**src/rtl/alu_shifting_pkg.sv**
```systemverilog
// Shared types and sizing for the alu_shifting barrel shifter/rotator.
// Operation codes come from the select decoder; fill modes steer the barrel stages.
package alu_shifting_pkg;

  localparam int WIDTH = 32;
  localparam int SHW   = 5;

  typedef enum logic [2:0] {
    OP_NONE,
    OP_SHR,
    OP_SHRA,
    OP_SHL,
    OP_ROR,
    OP_ROL,
    OP_ILLEGAL
  } op_e;

  typedef enum logic [1:0] {
    FILL_ZERO,
    FILL_SIGN,
    FILL_WRAP
  } fill_e;

endpackage

```
**src/rtl/alu_shifting_if.sv**
```systemverilog
// Operand, select and result bundle for alu_shifting.
// The master drives operands and selects; the slave returns results.
interface alu_shifting_if #(
  parameter int WIDTH = 32
);
  logic [WIDTH-1:0] a;
  logic [WIDTH-1:0] b;
  logic             SHR;
  logic             SHRA;
  logic             SHL;
  logic             ROR;
  logic             ROL;
  logic [WIDTH-1:0] c;
  logic             err;
  logic [WIDTH-1:0] c_q;
  logic             err_q;

  modport master (
    output a, b, SHR, SHRA, SHL, ROR, ROL,
    input  c, err, c_q, err_q
  );

  modport slave (
    input  a, b, SHR, SHRA, SHL, ROR, ROL,
    output c, err, c_q, err_q
  );
endinterface

```
**src/rtl/alu_shifting_barrel_stage.sv**
```systemverilog
// One fixed-distance right-shift stage of the barrel core.
// Vacated MSBs come from zero, a replicated sign bit, or the bits shifted out.
module barrel_stage
  import alu_shifting_pkg::*;
#(
  parameter int WIDTH = 32,
  parameter int DIST  = 1
) (
  input  logic [WIDTH-1:0] din,
  input  logic             en,
  input  fill_e            fill,
  input  logic             sign,
  output logic [WIDTH-1:0] dout
);

  logic [DIST-1:0] src;

  always_comb begin
    src = '0;
    unique case (fill)
      FILL_ZERO: src = '0;
      FILL_SIGN: src = {DIST{sign}};
      FILL_WRAP: src = din[DIST-1:0];
      default:   src = '0;
    endcase
    dout = en ? {src, din[WIDTH-1:DIST]} : din;
  end

endmodule

```
**src/rtl/alu_shifting.sv**
```systemverilog
// Combinational shift/rotate unit with registered copies of the result and error flag.
// Left operations reuse the right-shift core by bit-reversing its input and output.
module alu_shifting
  import alu_shifting_pkg::*;
#(
  parameter int WIDTH = 32,
  parameter int SHW   = 5
) (
  input logic         clk,
  input logic         clr_n,
  alu_shifting_if.slave bus
);

  function automatic logic [WIDTH-1:0] bitrev(input logic [WIDTH-1:0] v);
    logic [WIDTH-1:0] r;
    for (int i = 0; i < WIDTH; i++) r[i] = v[WIDTH-1-i];
    return r;
  endfunction

  op_e              op;
  fill_e            fill;
  logic             left;
  logic [SHW-1:0]   n;
  logic [WIDTH-1:0] chain [0:SHW];
  logic [WIDTH-1:0] shifted;
  logic             unused_b;

  assign n        = bus.b[SHW-1:0];
  assign unused_b = ^bus.b[WIDTH-1:SHW];

  // Decode: exactly one select picks an operation, several are illegal.
  always_comb begin
    op = OP_NONE;
    if ($countones({bus.SHR, bus.SHRA, bus.SHL, bus.ROR, bus.ROL}) > 1) op = OP_ILLEGAL;
    else if (bus.SHR)  op = OP_SHR;
    else if (bus.SHRA) op = OP_SHRA;
    else if (bus.SHL)  op = OP_SHL;
    else if (bus.ROR)  op = OP_ROR;
    else if (bus.ROL)  op = OP_ROL;
  end

  always_comb begin
    fill = FILL_ZERO;
    if (op == OP_SHRA) fill = FILL_SIGN;
    else if (op == OP_ROR || op == OP_ROL) fill = FILL_WRAP;
  end

  assign left     = (op == OP_SHL) || (op == OP_ROL);
  assign chain[0] = left ? bitrev(bus.a) : bus.a;

  // Barrel core: stages of 16, 8, 4, 2, 1 controlled by n from MSB to LSB.
  for (genvar k = 0; k < SHW; k++) begin : g_stage
    barrel_stage #(
      .WIDTH (WIDTH),
      .DIST  (1 << (SHW - 1 - k))
    ) u_stage (
      .din  (chain[k]),
      .en   (n[SHW-1-k]),
      .fill (fill),
      .sign (bus.a[WIDTH-1]),
      .dout (chain[k+1])
    );
  end

  assign shifted = left ? bitrev(chain[SHW]) : chain[SHW];

  always_comb begin
    bus.err = (op == OP_ILLEGAL);
    bus.c   = (op == OP_NONE || op == OP_ILLEGAL) ? '0 : shifted;
  end

  // Output register: the only state in the block.
  always_ff @(posedge clk or negedge clr_n) begin
    if (!clr_n) begin
      bus.c_q   <= '0;
      bus.err_q <= 1'b0;
    end else begin
      bus.c_q   <= bus.c;
      bus.err_q <= bus.err;
    end
  end

endmodule

```
**src/flat_wrapper.sv**
```systemverilog
// flat-port wrapper written by rule: the top's interface ports become plain ports
module alu_shifting_flat import alu_shifting_pkg::*;
#(
  parameter int WIDTH = 32,
  parameter int SHW   = 5
)
  (clk, clr_n, bus_a, bus_b, bus_SHR, bus_SHRA, bus_SHL, bus_ROR, bus_ROL, bus_c, bus_err, bus_c_q, bus_err_q);
  alu_shifting_if #(.WIDTH(WIDTH)) bus_i ();
  input logic clk;
  input logic clr_n;
  input wire logic [$bits(bus_i.a)-1:0] bus_a;
  input wire logic [$bits(bus_i.b)-1:0] bus_b;
  input wire logic [$bits(bus_i.SHR)-1:0] bus_SHR;
  input wire logic [$bits(bus_i.SHRA)-1:0] bus_SHRA;
  input wire logic [$bits(bus_i.SHL)-1:0] bus_SHL;
  input wire logic [$bits(bus_i.ROR)-1:0] bus_ROR;
  input wire logic [$bits(bus_i.ROL)-1:0] bus_ROL;
  output wire logic [$bits(bus_i.c)-1:0] bus_c;
  output wire logic [$bits(bus_i.err)-1:0] bus_err;
  output wire logic [$bits(bus_i.c_q)-1:0] bus_c_q;
  output wire logic [$bits(bus_i.err_q)-1:0] bus_err_q;
  assign bus_i.a = bus_a;
  assign bus_i.b = bus_b;
  assign bus_i.SHR = bus_SHR;
  assign bus_i.SHRA = bus_SHRA;
  assign bus_i.SHL = bus_SHL;
  assign bus_i.ROR = bus_ROR;
  assign bus_i.ROL = bus_ROL;
  assign bus_c = bus_i.c;
  assign bus_err = bus_i.err;
  assign bus_c_q = bus_i.c_q;
  assign bus_err_q = bus_i.err_q;
  alu_shifting #(.WIDTH(WIDTH), .SHW(SHW)) u_core (.clk(clk), .clr_n(clr_n), .bus(bus_i));
endmodule
```
**config.mk**
```make
export PLATFORM = sky130hd
export DESIGN_NAME = alu_shifting_flat
export DESIGN_NICKNAME = d
export VERILOG_FILES = /design/src/rtl/alu_shifting_pkg.sv /design/src/rtl/alu_shifting_if.sv /design/src/rtl/alu_shifting_barrel_stage.sv /design/src/rtl/alu_shifting.sv /design/src/flat_wrapper.sv
export SDC_FILE = /design/constraint.sdc
export NUM_CORES = 1
export LEC_CHECK = 0
export CORE_ASPECT_RATIO = 0.5
export CORE_MARGIN = 2
export CORE_UTILIZATION = 46
export DETAILED_ROUTE_END_ITERATION = 8
export PLACE_DENSITY = 0.81
export SLEW_MARGIN = 20
export SYNTH_ARGS = -nofsm -noshare
export SYNTH_HDL_FRONTEND = slang
export SYNTH_HIERARCHICAL = 1
export SYNTH_SLANG_ARGS = --single-unit
```
**constraint.sdc**
```tcl
create_clock -name clk -period 4.85 [get_ports clk]
set_input_delay 0.485 -clock clk [delete_from_list [all_inputs] [get_ports clk]]
set_output_delay 0.485 -clock clk [all_outputs]
set_load 0.02 [all_outputs]
```
==> impl_metrics.py <==
metrics = {
    "sta": {
        "setup_viol": 7,
        "rsz0062_at_grt": "true",
        "clock.fmax_mhz": 204,
        "fin_ws_ps": -53.1,
        "layout_min_cycle_time_ps": 4900,
        "worst_pin_slew_ps": 983,
        "slew_headroom_pct": 34.4,
        "hold_viol_final": 0,
        "timing.final.crit_share_pct": 101,
        "slew_violations": 0,
        "fin_setup_tns_ps": -121,
    },
    "cells_and_area": {
        "fillerInstances": 805,
        "diodes": 0,
        "ff_latch_area_um2": 826,
        "drive_above_1_share_pct": 63.0,
        "multi_input_area_um2": 4170,
        "fin_cells": 750,
        "area_growth_pct": 35.9,
        "finalNetCount": 687,
        "utilization_pct": 64.5,
    },
    "floorplanning": {
        "ioPinCount": 137,
        "fp.coreArea_um2": 11000,
        "rows": 27,
        "start_util_pct": 47.4,
        "dieArea_um2": 12300,
        "die_h_um": 79.3,
        "chipWidth_um": 155,
    },
    "pwr": {
        "power_density_nw_per_um2": 195,
        "leakagePower_nw": 3.12,
        "power_mw": 1.38,
        "ir_drop_v": 0.000151,
    },
    "yosys": {
        "yosysUniqueCellTypes": 31,
        "synth_ff_type": "dfrtp_1",
        "synth.avg_cell_area_um2": 10.9,
        "synthCells": 480,
        "synth_top_area_share_pct": 42.8,
        "seq_area_frac_synth_pct": 15.8,
        "synth_nets": 563,
        "synth_area_leader_cell": "mux2_4",
        "yosysWarnings": 6,
        "synthTopCellsByArea": "mux2_4 (43%), dfrtp_1 (16%), o211ai_1 (4.6%)",
        "yosysMostFrequentCell": "mux2_4",
        "ys_seq_elements": 33,
        "ys_async_sr_fraction_pct": 100,
        "synthTopCellsByCount": "mux2_4 (149), inv_1 (45), dfrtp_1 (33)",
        "synth_edf_count": 0,
        "netlist_area_um2": 5220,
    },
    "outcome": {
        "status": "finished with violations",
        "violations": "setup timing",
    },
    "place": {
        "gp_congestion": 0.953,
        "dp_cells": 731,
        "port_buffers": 109,
        "place_hpwl_mm": 10.5,
    },
    "run": {
        "cap_violations": 0,
    },
    "clock_tree": {
        "clk_pin_slew_ps": 50,
        "hold_buffers": 0,
        "cts_buffer_depth": 2,
        "cts_tree": "done",
        "numCtsBuffers": 5,
        "root_buffer": "clkbuf_16",
        "h-tree-depth": 2,
        "cts.sinks": 33,
    },
    "worst_setup_path": {
        "crit_buf_inv": 8,
        "cp_max_fo": 5,
        "crit_top_cell": "inv_1",
        "worstSetupPathType": "in2out",
        "critPathSlowestCell": "fa_1",
        "critical_path.max_stage_delay_ps": 530,
        "cp_top_family": "compound AO/OA/AOI/OAI gates",
        "arrival_ps": 4420,
        "start_kind": "input port",
        "cp_cell_sequence": "buf_8, inv_4, fa_1, inv_1, ha_2, and2b_2, nand2_2, nor4_4, ha_2, nand2b_4, o22ai_4, inv_1, o22ai_4, inv_2, o22ai_2, inv_1, o22ai_2, inv_1, o22ai_2, o211ai_1, a21oi_2, buf_4",
        "required_ps": 4370,
        "worstSetupStartpoint": "bus_SHR",
        "critPathCaptureType": "output pin",
    },
    "global_routing": {
        "grt_pass1_vias": 4417,
        "grt_max_degree": 35,
        "antenna_found_initial": 0,
        "overflow": 0,
        "grt_pass1_wl_mm": 23.1,
        "grtUsageTotal_pct": 23.4,
    },
    "route": {
        "first_pass_iters": 5,
        "wl_per_cell_um": 19.9,
        "via_count": 4363,
        "drt_wl_total_mm": 14.9,
        "remaining_drc_errors": 0,
        "drtAntennaViolNets": 0,
        "drtIter0Drc": 269,
        "routed_via_density": 5.82,
    },
    "min_path": {
        "hold_path.class": "in2async",
    },
}
cell type report:
type | instances | share of cell area, %
clock buffers | 7 | 2.15
clock inverters | 1 | 0.0705
inverters | 45 | 2.41
multi-input cells | 347 | 58.8
flip-flops and latches | 33 | 11.6
well taps | 145 | 2.56
repair buffers | 172 | 22.4
worst max-delay path by stage:
stage	endpoint	depth (start not counted)
global placement	bus_c[0]	22
finish	bus_c[0]	22
CTS	bus_c[0]	20
floorplan	bus_c[2]	21
detailed placement	bus_c[0]	22
global route	bus_c[0]	22
stage by stage:
stage / setup WS [ps] / hold WS, ps / instance area (um2)
3_5_place_dp: -1130 / 914 / 6370
3_3_place_gp: -991 / 909 / 6370
4_1_cts: 8.77 / 638 / 6830
6_report: -53.1 / 616 / 7100
2_1_floorplan: 47.9 / 189 / 5240
5_1_grt: -222 / 671 / 7100
where the power goes:
part           switching (mW)  leakage [nW]  internal [mW]
clock network           0.106        0.0799          0.217
logic                   0.363          2.59          0.395
registers             0.00506         0.449          0.296
timing repair:
action	4_1_cts	5_1_grt
gates cloned	3	0
resized for setup	230	60
endpoints found under the setup margin	32	32
pin swaps	35	30
setup buffers	5	6
sequential cells by signal, indices dropped and copies added (netlist names):
name              flops
u_core/bus.c_q       32
u_core/bus.err_q      1
cell usage in the layout (no fill, tap or decap), drive strengths merged, types with 11 or more instances in the layout:
| cell | netlist | final |
|---|---|---|
| o21ai | 32 | 32 |
| a21oi | 32 | 32 |
| inv | 45 | 45 |
| mux2 | 161 | 161 |
| dfrtp | 33 | 33 |
| o22ai | 31 | 31 |
| buf | 37 | 103 |
| ha | 11 | 11 |
| o211ai | 32 | 32 |
| a22oi | 31 | 31 |
| clkdlybuf4s50 | 0 | 69 |
logic make-up after synthesis:
logic type | after synthesis | synth area share [%]
buffers and inverters | 100 | 13.2
adder cells (fa/ha/maj) | 12 | 3.02
multiplexers | 161 | 45.4
AND/OR/NAND/NOR | 15 | 1.94
flip-flops | 33 | 15.8
AO/OA/AOI/OAI | 159 | 20.6
routing by layer:
layer / GRT usage [%] / part of all wire (%)
met3: 3.93 / 5.4
met2: 38.6 / 46
met4: 7.41 / 2.3
met5: 0 / 0
met1: 31.4 / 46
No activity file was read; power rests on OpenSTA's default activity.
